`src/rtl/csi2_frame_sequencer.sv`:
```
// Frame/line timing sequencer for the pixel-to-CSI-2 path: produces fv/lv/dvalid and pixel
// coordinates, holds line blanking while the downstream line transfer is still busy.
module csi2_frame_sequencer #(
   parameter int unsigned H_ACTIVE    = 1280,
   parameter int unsigned H_BLANK     = 200,
   parameter int unsigned V_ACTIVE    = 720,
   parameter int unsigned FV_LV_SETUP = 16,
   parameter int unsigned LV_FV_HOLD  = 16,
   parameter int unsigned V_BLANK_CYC = 4000,
   parameter int unsigned CNT_W       = 16
) (
   input  logic             pix_clk_i,
   input  logic             reset_i,
   input  logic             enable_i,
   input  logic             tinit_done_i,
   input  logic [7:0]       frame_max_i,
   input  logic             txfr_busy_i,
   output logic             fv_o,
   output logic             lv_o,
   output logic             dvalid_o,
   output logic [CNT_W-1:0] pix_x_o,
   output logic [CNT_W-1:0] pix_y_o,
   output logic [7:0]       frame_cnt_o,
   output logic             busy_o,
   output logic             done_o,
   output logic             abort_o
);

   localparam logic [CNT_W-1:0] ONE        = CNT_W'(1);
   localparam logic [CNT_W-1:0] H_LAST     = CNT_W'(H_ACTIVE - 1);
   localparam logic [CNT_W-1:0] HB_LAST    = CNT_W'(H_BLANK - 1);
   localparam logic [CNT_W-1:0] V_LAST     = CNT_W'(V_ACTIVE - 1);
   localparam logic [CNT_W-1:0] SETUP_LAST = CNT_W'(FV_LV_SETUP - 1);
   localparam logic [CNT_W-1:0] HOLD_LAST  = CNT_W'(LV_FV_HOLD - 1);
   localparam logic [CNT_W-1:0] VB_LAST    = CNT_W'(V_BLANK_CYC - 1);

   typedef enum logic [2:0] {
      S_IDLE     = 3'd0,
      S_FV_SETUP = 3'd1,
      S_LINE_ACT = 3'd2,
      S_LINE_BLK = 3'd3,
      S_FV_HOLD  = 3'd4,
      S_VBLANK   = 3'd5
   } state_e;

   state_e           state_q, state_d;
   logic [CNT_W-1:0] timer_q, timer_d;
   logic [CNT_W-1:0] x_q, x_d;
   logic [CNT_W-1:0] y_q, y_d;
   logic [7:0]       cnt_q, cnt_d;
   logic [7:0]       max_q, max_d;
   logic             fv_q, fv_d;
   logic             lv_q, lv_d;
   logic             dvalid_q, dvalid_d;
   logic             busy_q, busy_d;
   logic             done_q, done_d;
   logic             abort_q, abort_d;

   // State, counters and all output flops.
   always_ff @(posedge pix_clk_i or posedge reset_i) begin
      if (reset_i) begin
         state_q  <= S_IDLE;
         timer_q  <= '0;
         x_q      <= '0;
         y_q      <= '0;
         cnt_q    <= 8'd0;
         max_q    <= 8'd0;
         fv_q     <= 1'b0;
         lv_q     <= 1'b0;
         dvalid_q <= 1'b0;
         busy_q   <= 1'b0;
         done_q   <= 1'b0;
         abort_q  <= 1'b0;
      end else begin
         state_q  <= state_d;
         timer_q  <= timer_d;
         x_q      <= x_d;
         y_q      <= y_d;
         cnt_q    <= cnt_d;
         max_q    <= max_d;
         fv_q     <= fv_d;
         lv_q     <= lv_d;
         dvalid_q <= dvalid_d;
         busy_q   <= busy_d;
         done_q   <= done_d;
         abort_q  <= abort_d;
      end
   end

   // Next-state logic; a dropped tinit_done_i overrides every other transition.
   always_comb begin
      state_d = state_q;
      timer_d = timer_q;
      x_d     = x_q;
      y_d     = y_q;
      cnt_d   = cnt_q;
      max_d   = max_q;
      done_d  = 1'b0;
      abort_d = 1'b0;
      if ((state_q != S_IDLE) && !tinit_done_i) begin
         state_d = S_IDLE;
         timer_d = '0;
         x_d     = '0;
         abort_d = 1'b1;
      end else begin
         case (state_q)
            S_IDLE: begin
               if (enable_i && tinit_done_i) begin
                  state_d = S_FV_SETUP;
                  timer_d = '0;
                  x_d     = '0;
                  y_d     = '0;
                  cnt_d   = 8'd0;
                  max_d   = frame_max_i;
               end else begin
                  state_d = S_IDLE;
               end
            end
            S_FV_SETUP: begin
               if (timer_q == SETUP_LAST) begin
                  state_d = S_LINE_ACT;
                  timer_d = '0;
                  x_d     = '0;
                  y_d     = '0;
               end else begin
                  timer_d = timer_q + ONE;
               end
            end
            S_LINE_ACT: begin
               if (x_q == H_LAST) begin
                  x_d     = '0;
                  timer_d = '0;
                  if (y_q == V_LAST) begin
                     state_d = S_FV_HOLD;
                     cnt_d   = cnt_q + 8'd1;
                  end else begin
                     state_d = S_LINE_BLK;
                  end
               end else begin
                  x_d = x_q + ONE;
               end
            end
            S_LINE_BLK: begin
               // Timer parks at its last value while the previous line is still draining.
               if (timer_q >= HB_LAST) begin
                  if (!txfr_busy_i) begin
                     state_d = S_LINE_ACT;
                     timer_d = '0;
                     x_d     = '0;
                     y_d     = y_q + ONE;
                  end else begin
                     state_d = S_LINE_BLK;
                  end
               end else begin
                  timer_d = timer_q + ONE;
               end
            end
            S_FV_HOLD: begin
               if (timer_q == HOLD_LAST) begin
                  state_d = S_VBLANK;
                  timer_d = '0;
               end else begin
                  timer_d = timer_q + ONE;
               end
            end
            S_VBLANK: begin
               if (timer_q == VB_LAST) begin
                  timer_d = '0;
                  if ((max_q != 8'd0) && (cnt_q == max_q)) begin
                     state_d = S_IDLE;
                     done_d  = 1'b1;
                  end else if (enable_i) begin
                     state_d = S_FV_SETUP;
                     x_d     = '0;
                     y_d     = '0;
                  end else begin
                     state_d = S_IDLE;
                  end
               end else begin
                  timer_d = timer_q + ONE;
               end
            end
            default: begin
               state_d = S_IDLE;
               timer_d = '0;
            end
         endcase
      end
      fv_d     = (state_d == S_FV_SETUP) || (state_d == S_LINE_ACT) ||
                 (state_d == S_LINE_BLK) || (state_d == S_FV_HOLD);
      lv_d     = (state_d == S_LINE_ACT);
      dvalid_d = lv_d;
      busy_d   = (state_d != S_IDLE);
   end

   assign fv_o        = fv_q;
   assign lv_o        = lv_q;
   assign dvalid_o    = dvalid_q;
   assign pix_x_o     = x_q;
   assign pix_y_o     = y_q;
   assign frame_cnt_o = cnt_q;
   assign busy_o      = busy_q;
   assign done_o      = done_q;
   assign abort_o     = abort_q;

endmodule

```
`config.mk`:
```
export PLATFORM = sky130hd
export DESIGN_NAME = csi2_frame_sequencer
export DESIGN_NICKNAME = d
export VERILOG_FILES = /design/src/rtl/csi2_frame_sequencer.sv
export SDC_FILE = /design/constraint.sdc
export NUM_CORES = 1
export LEC_CHECK = 0
export BUFFER_PORTS_ARGS = -buffer_cell sky130_fd_sc_hd__buf_2
export CAP_MARGIN = 0
export CELL_PAD_IN_SITES_DETAIL_PLACEMENT = 1
export CELL_PAD_IN_SITES_GLOBAL_PLACEMENT = 2
export CORE_UTILIZATION = 32
export CTS_CLUSTER_SIZE = 24
export DETAILED_ROUTE_END_ITERATION = 8
export GPL_TIMING_DRIVEN = 0
export PLACE_DENSITY_LB_ADDON = 0.1
export SLEW_MARGIN = 10
export SYNTH_ARGS = -nofsm -noshare
export SYNTH_HDL_FRONTEND = slang
export SYNTH_SLANG_ARGS = --single-unit
```
`constraint.sdc`:
```
create_clock -name pix_clk_i -period 2.6 [get_ports pix_clk_i]
set_input_delay 0.26 -clock pix_clk_i [delete_from_list [all_inputs] [get_ports pix_clk_i]]
set_output_delay 0.26 -clock pix_clk_i [all_outputs]
set_load 0.01 [all_outputs]
```
# After elaboration in Yosys (flattened, before gate mapping)

Index checks and enable logic that the tools add are counted.

Flip-flop bits (word level): 72
Bits in latches: 0
Bits in writable memories: 0
ROM bits: 0
Input bits: 13
Output and inout bits: 46
Memories kept: 0

Add/sub/neg operators: 4
$mul: 0
Divide/modulo/power cells: 0
Magnitude comparators: 1
Equality and inequality tests: 32
Shifts and indexed selects: 0
Muxes and demuxes: 40
Bitwise gates (word level): 1
Reduce and logical (&&, ||, !) cells: 20

Operator list:

| operator                | count |
|---|---|
| $mux W16                | 16 |
| $pmux W16 S5            | 2 |
| $pmux W16 S4            | 1 |
| $add A16 B1 Y16 const B | 3 |
| $mux W8                 | 3 |
| $ne A3 B3 Y1 const B    | 8 |
| $mux W3                 | 7 |
| $ne A2 B2 Y1 const B    | 9 |
| $pmux W3 S6             | 1 |
| $eq A16 B10 Y1 const B  | 1 |
| $eq A16 B11 Y1 const B  | 1 |
| $eq A16 B12 Y1 const B  | 1 |
| $eq A16 B4 Y1 const B   | 1 |
| $ge A16 B8 Y1 const B   | 1 |
| $pmux W8 S2             | 1 |
| $eq A3 B2 Y1 const B    | 4 |
| $eq A3 B3 Y1 const B    | 3 |
| $mux W1                 | 9 |
| $reduce_and A9 Y1       | 1 |
| $add A8 B1 Y8 const B   | 1 |
| $eq A8 B8 Y1            | 1 |
| $reduce_and A8 Y1       | 1 |
| $reduce_bool A8 Y1      | 1 |
| $eq A3 B1 Y1 const B    | 2 |
| 13 further kinds        | 19 |

# Logic depth before layout (Yosys ltp)

Depth in word-level cells: 10
Depth in mapped cells: 9
Gate-level depth less buffers: 7

# Worst setup path before layout

No wires, ideal clock.

Kind: register to register
Start: register timer_q[12]
End: register y_q[8], in the netlist pix_y_o[8]
Setup time: 0.095 ns
Arrival: 2.571 ns
Slack: -0.066 ns
Cell stages (with the launch flop): 9
Path buffers: 2
Clock period less this slack: 2.666 ns
Cell sequence: dfrtp_1 or4_4 or4_4 o221ai_2 nand4_4 or2_0 buf_2 buf_6 o31ai_1

Cells in the longest elaborated chain, start to end: 3

Ends and longest elaborated chain:

| element                                     | line | RTL |
|---|---|---|
| start: declaration                          | 47   | `logic [CNT_W-1:0] timer_q, timer_d;` |
| start signal: assignment                    | 76   | `timer_q <= timer_d;` |
| $ge A16 B8 Y1, or another cell as far along | 145  | `if (timer_q >= HB_LAST) begin` |
| $ne A2 B2 Y1 (no line)                      | -    |  |
| $reduce_and A9 Y1 (no line) *               | -    |  |
| end signal: assignment                      | 78   | `y_q <= y_d;` |
| end: declaration                            | 49   | `logic [CNT_W-1:0] y_q, y_d;` |

Mark *: on every way between the ends. The rest lies on a longest branch, timed or not.
A chain may end at the register's enable or synchronous reset.

# Worst setup path after layout

Start: register timer_q[8]
End: register y_q[6], in the netlist pix_y_o[6]

The elaborated chain is that of the path after synthesis.

==> summary.md <==
| Metric | Value |
|---|---|
| Outcome | `complete, but fails checks` |
| Failing checks | `negative setup slack` |
| Via count | `4117` |
| Chip width | `115 um` |
| Synth unique cells | `59` |
| GR Overflow Total | `0` |
| Htree depth | `3` |
| WS Path Type | `flip-flop to flip-flop` |
| Cell Chain, Critical Path | `or4_4 -> or4_4 -> o221ai_4 -> nand4_4 -> or2_1 -> buf_6 -> buf_8 -> o31ai_2` |
| Core Area | `12600 sq um` |
| PwrDens | `631 nW/um^2` |
| Crit. End Element | `flip-flop` |
| Mapped cell area | `4120 sq um` |
| Max Fclk | `369 MHz` |
| Syn avg cell area | `just under 9 sq um` |
| GPL Wtd Cong | `0.803` |
| Die height | `around 120 um` |
| Hold Crit Depth | `2` |
| Insertion delay to the later sink of the worst-skew pair | `340 ps` |
| Post-DP HPWL | `8810 um` |
| Layout area overhead | `37.2%` |
| Hold_ws | `146 ps` |
| Site Rows | `slightly above 40` |
| Worst hold start | `frame_max_i[2]` |
| Ys async rst share | `100%` |
| Vias in the first global route | `4184` |
| Ys flop type | `dfrtp_1` |
| R2r endpoint | `pix_y_o[6]` |
| Clock buffer depth | `2` |
| Peak VDD IR | `0.222 mV` |
| Synth Net Count | `approximately 480` |
| Initial antenna violation count | `0` |
| Post-synth EDFFs | `0` |
| Antenna Nets Post-Route | `0` |
| CTS root buf | `clkbuf_16` |
| Cells after Synth | `462` |
| Final Setup Violations | `20` |
| Fin crit share | `104%` |
| Min-delay worst type | `input port to flip-flop` |
| Via-per-instance ratio | `5.52` |
| IO Pins | `59` |
| Total GRT Usage | `21.5%` |
| DR WL/cell | `about 18 um` |
| TritonCTS clock tree | `done` |
| Layout cell share with drive strength beyond 1 | `between 30 and 40%` |
| Die area | `13300 sq um` |
| Final worst slack | `-113 ps` |
| Synthesis-stage register bit count | `72` |
| Fin. Hold Viols | `0` |
| Worst EP required | `~2900 ps` |
| Yosys warnings | `0` |
| DRT Pass-1 Iters | `4` |
| Most frequent cells in the layout | `dfrtp_1 (66), buf_2 (58), nand2_1 (48), nor2_1 (32), buf_4 (29)` |
| Commonest non-fill, non-tap cell in the layout | `dfrtp_1` |
| R2R depth | `8` |
| Post-synth top area share | `between 40% and 50%` |
| Relative slew margins | `around a quarter` |
| Worst Setup Start Kind | `flip-flop` |
| Crit path max-delay cell type | `or4_4` |
| Min Tclk post-route | `2710 ps` |
| CTS buffer count | `9` |
| Yosys top cell by area | `dfrtp_1` |
| Initial DRC Count | `214` |
| CP most frequent cell | `or4_4` |
| Reg2reg start | `timer_q[8]` |
| N_diodes | `0` |
| Worst-path maximum fanout | `6` |
| Final Max Slew Viols | `0` |
| Post-Route Skew | `6.24 ps` |
| CP Data Arrival Time | `2960 ps` |
| WL final | `13300 um` |
| Slew @ Worst Pin | `about 1100 ps` |
| Fill cell count | `1476` |
| Final nets | `586` |
| CTS clk-pin slew, worst paths | `60 ps` |
| Port bufs | `58` |
| Final Util | `44.9%` |
| Clock sink count | `72` |
| CP peak stage delay | `a little under 600 ps` |
| Sequential fraction of the synthesis area | `43.8%` |
| Largest cells by area after synthesis | `dfrtp_1 (44%), nand2_1 (4.7%), o21ai_0 (4.5%)` |
| Initial Util | `32.7%` |
| First-pass GRT wire length | `22100 um` |
| Max_cap viols | `0` |
| Hold EP | `max_q[2]` |
| Largest net degree at the start of global routing | `41` |
| # DRC | `0` |
| Reg2reg setup slack | `-110 ps` |
| Leakage Power | `0.00250 uW` |
| Unrepaired setup endpoints after global routing | `yes` |
critical path: cells and delay by family (launching register included):
kind / cells / cell delay (ps)
buffers and inverters: 2 / 290
DFF: 1 / 380
AOI/OAI and AO/OA: 2 / 400
and+or+nand+nor: 4 / 1550
worst max-delay path by stage:
stage | from | endpoint | slack, ps
floorplan | timer_q[12] | pix_y_o[8] | -70
global placement | reset_i | pix_y_o[0] | -640
detailed placement | timer_q[0] | timer_q[3] | -760
CTS | timer_q[15] | pix_y_o[6] | -120
global route | timer_q[6] | pix_y_o[5] | -190
finish | timer_q[8] | pix_y_o[6] | -110
per-stage QoR:
step	total power, uW	instance area, sq um	instances	setup TNS [ps]	setup slack (ps)
after floorplan	1830	4120	462	-433	-66.0
final	3570	5650	746	-1270	-113
after global routing	3750	5650	746	-4350	-192
after CTS	3520	5400	734	-1060	-119
after global placement	2070	4620	692	-65610	-644
after detailed placement	2090	4650	693	-21800	-758
synthesized netlist by cell type, types with 3 or more instances:
cell,n
o31ai_1,6
nor2_1,34
nor3_1,9
dfrtp_1,72
nand2_1,51
nand4b_1,4
and4_1,4
buf_2,7
nand3_1,29
nor2b_1,3
a21oi_1,26
a41oi_1,5
a21o_1,4
o21ai_0,37
mux2_2,8
a31oi_1,24
or3_1,4
or4_1,6
nand4_1,15
xor2_1,11
inv_1,7
and3_1,14
ha_1,4
o21a_1,4
a211o_1,3
clkbuf_1,11
and2_1,6
nor4_1,10
nand2b_1,9
cells by family after synthesis:
family / count (synthesis) / share of synthesized area (%)
AOI/OAI and AO/OA: 128 / 19.9
xor gates and xnor gates: 12 / 2.55
adders and majority gates: 4 / 1.22
buffers and inverters: 29 / 3.13
DFF: 72 / 43.8
muxes: 9 / 2.43
and+or+nand+nor: 208 / 26.9
registers in the layout, summed over array words and instances (netlist names):
name and flops:
done_o 1, pix_x_o 16, timer_q 16, dvalid_o 1
state_q 3, busy_o 1, pix_y_o 16, frame_cnt_o 8
fv_o 1, max_q 8, abort_o 1
area by class of cell:
cell class / count / area (sq um) / share of cell area (%)
flip-flops and latches: 72 / 1810 / 32.0
clock inverters: 6 / 60.1 / 1.06
plain buffers: 19 / 140 / 2.48
clock buffers: 10 / 229 / 4.05
repair buffers: 99 / 674 / 11.9
multi-input cells: 361 / 2490 / 44.1
well taps: 172 / 215 / 3.81
inverters: 7 / 28.8 / 0.510
what timing repair did:
action                                  CTS  global route
hold endpoints to repair                 39             0
hold buffers                              1             0
setup buffers                            26            11
pin swaps                                19            15
gates cloned                              1             1
endpoints found under the setup margin   54            51
gates resized for setup                  69            46
power breakdown:
group / internal (uW) / total, uW / switching [uW]
clock network: 738 / 1240 / 505
logic: 444 / 1010 / 567
registers: 1220 / 1310 / 89.2
layer usage:
metal,GRT usage (%),up-vias,wire length [um]
met4,7.53,0,177
met2,35.6,59,6490
li1,-,1959,-
met5,0,-,0
met3,3.00,11,374
met1,28.5,2088,6240
Power figures use the tool's default switching activity.
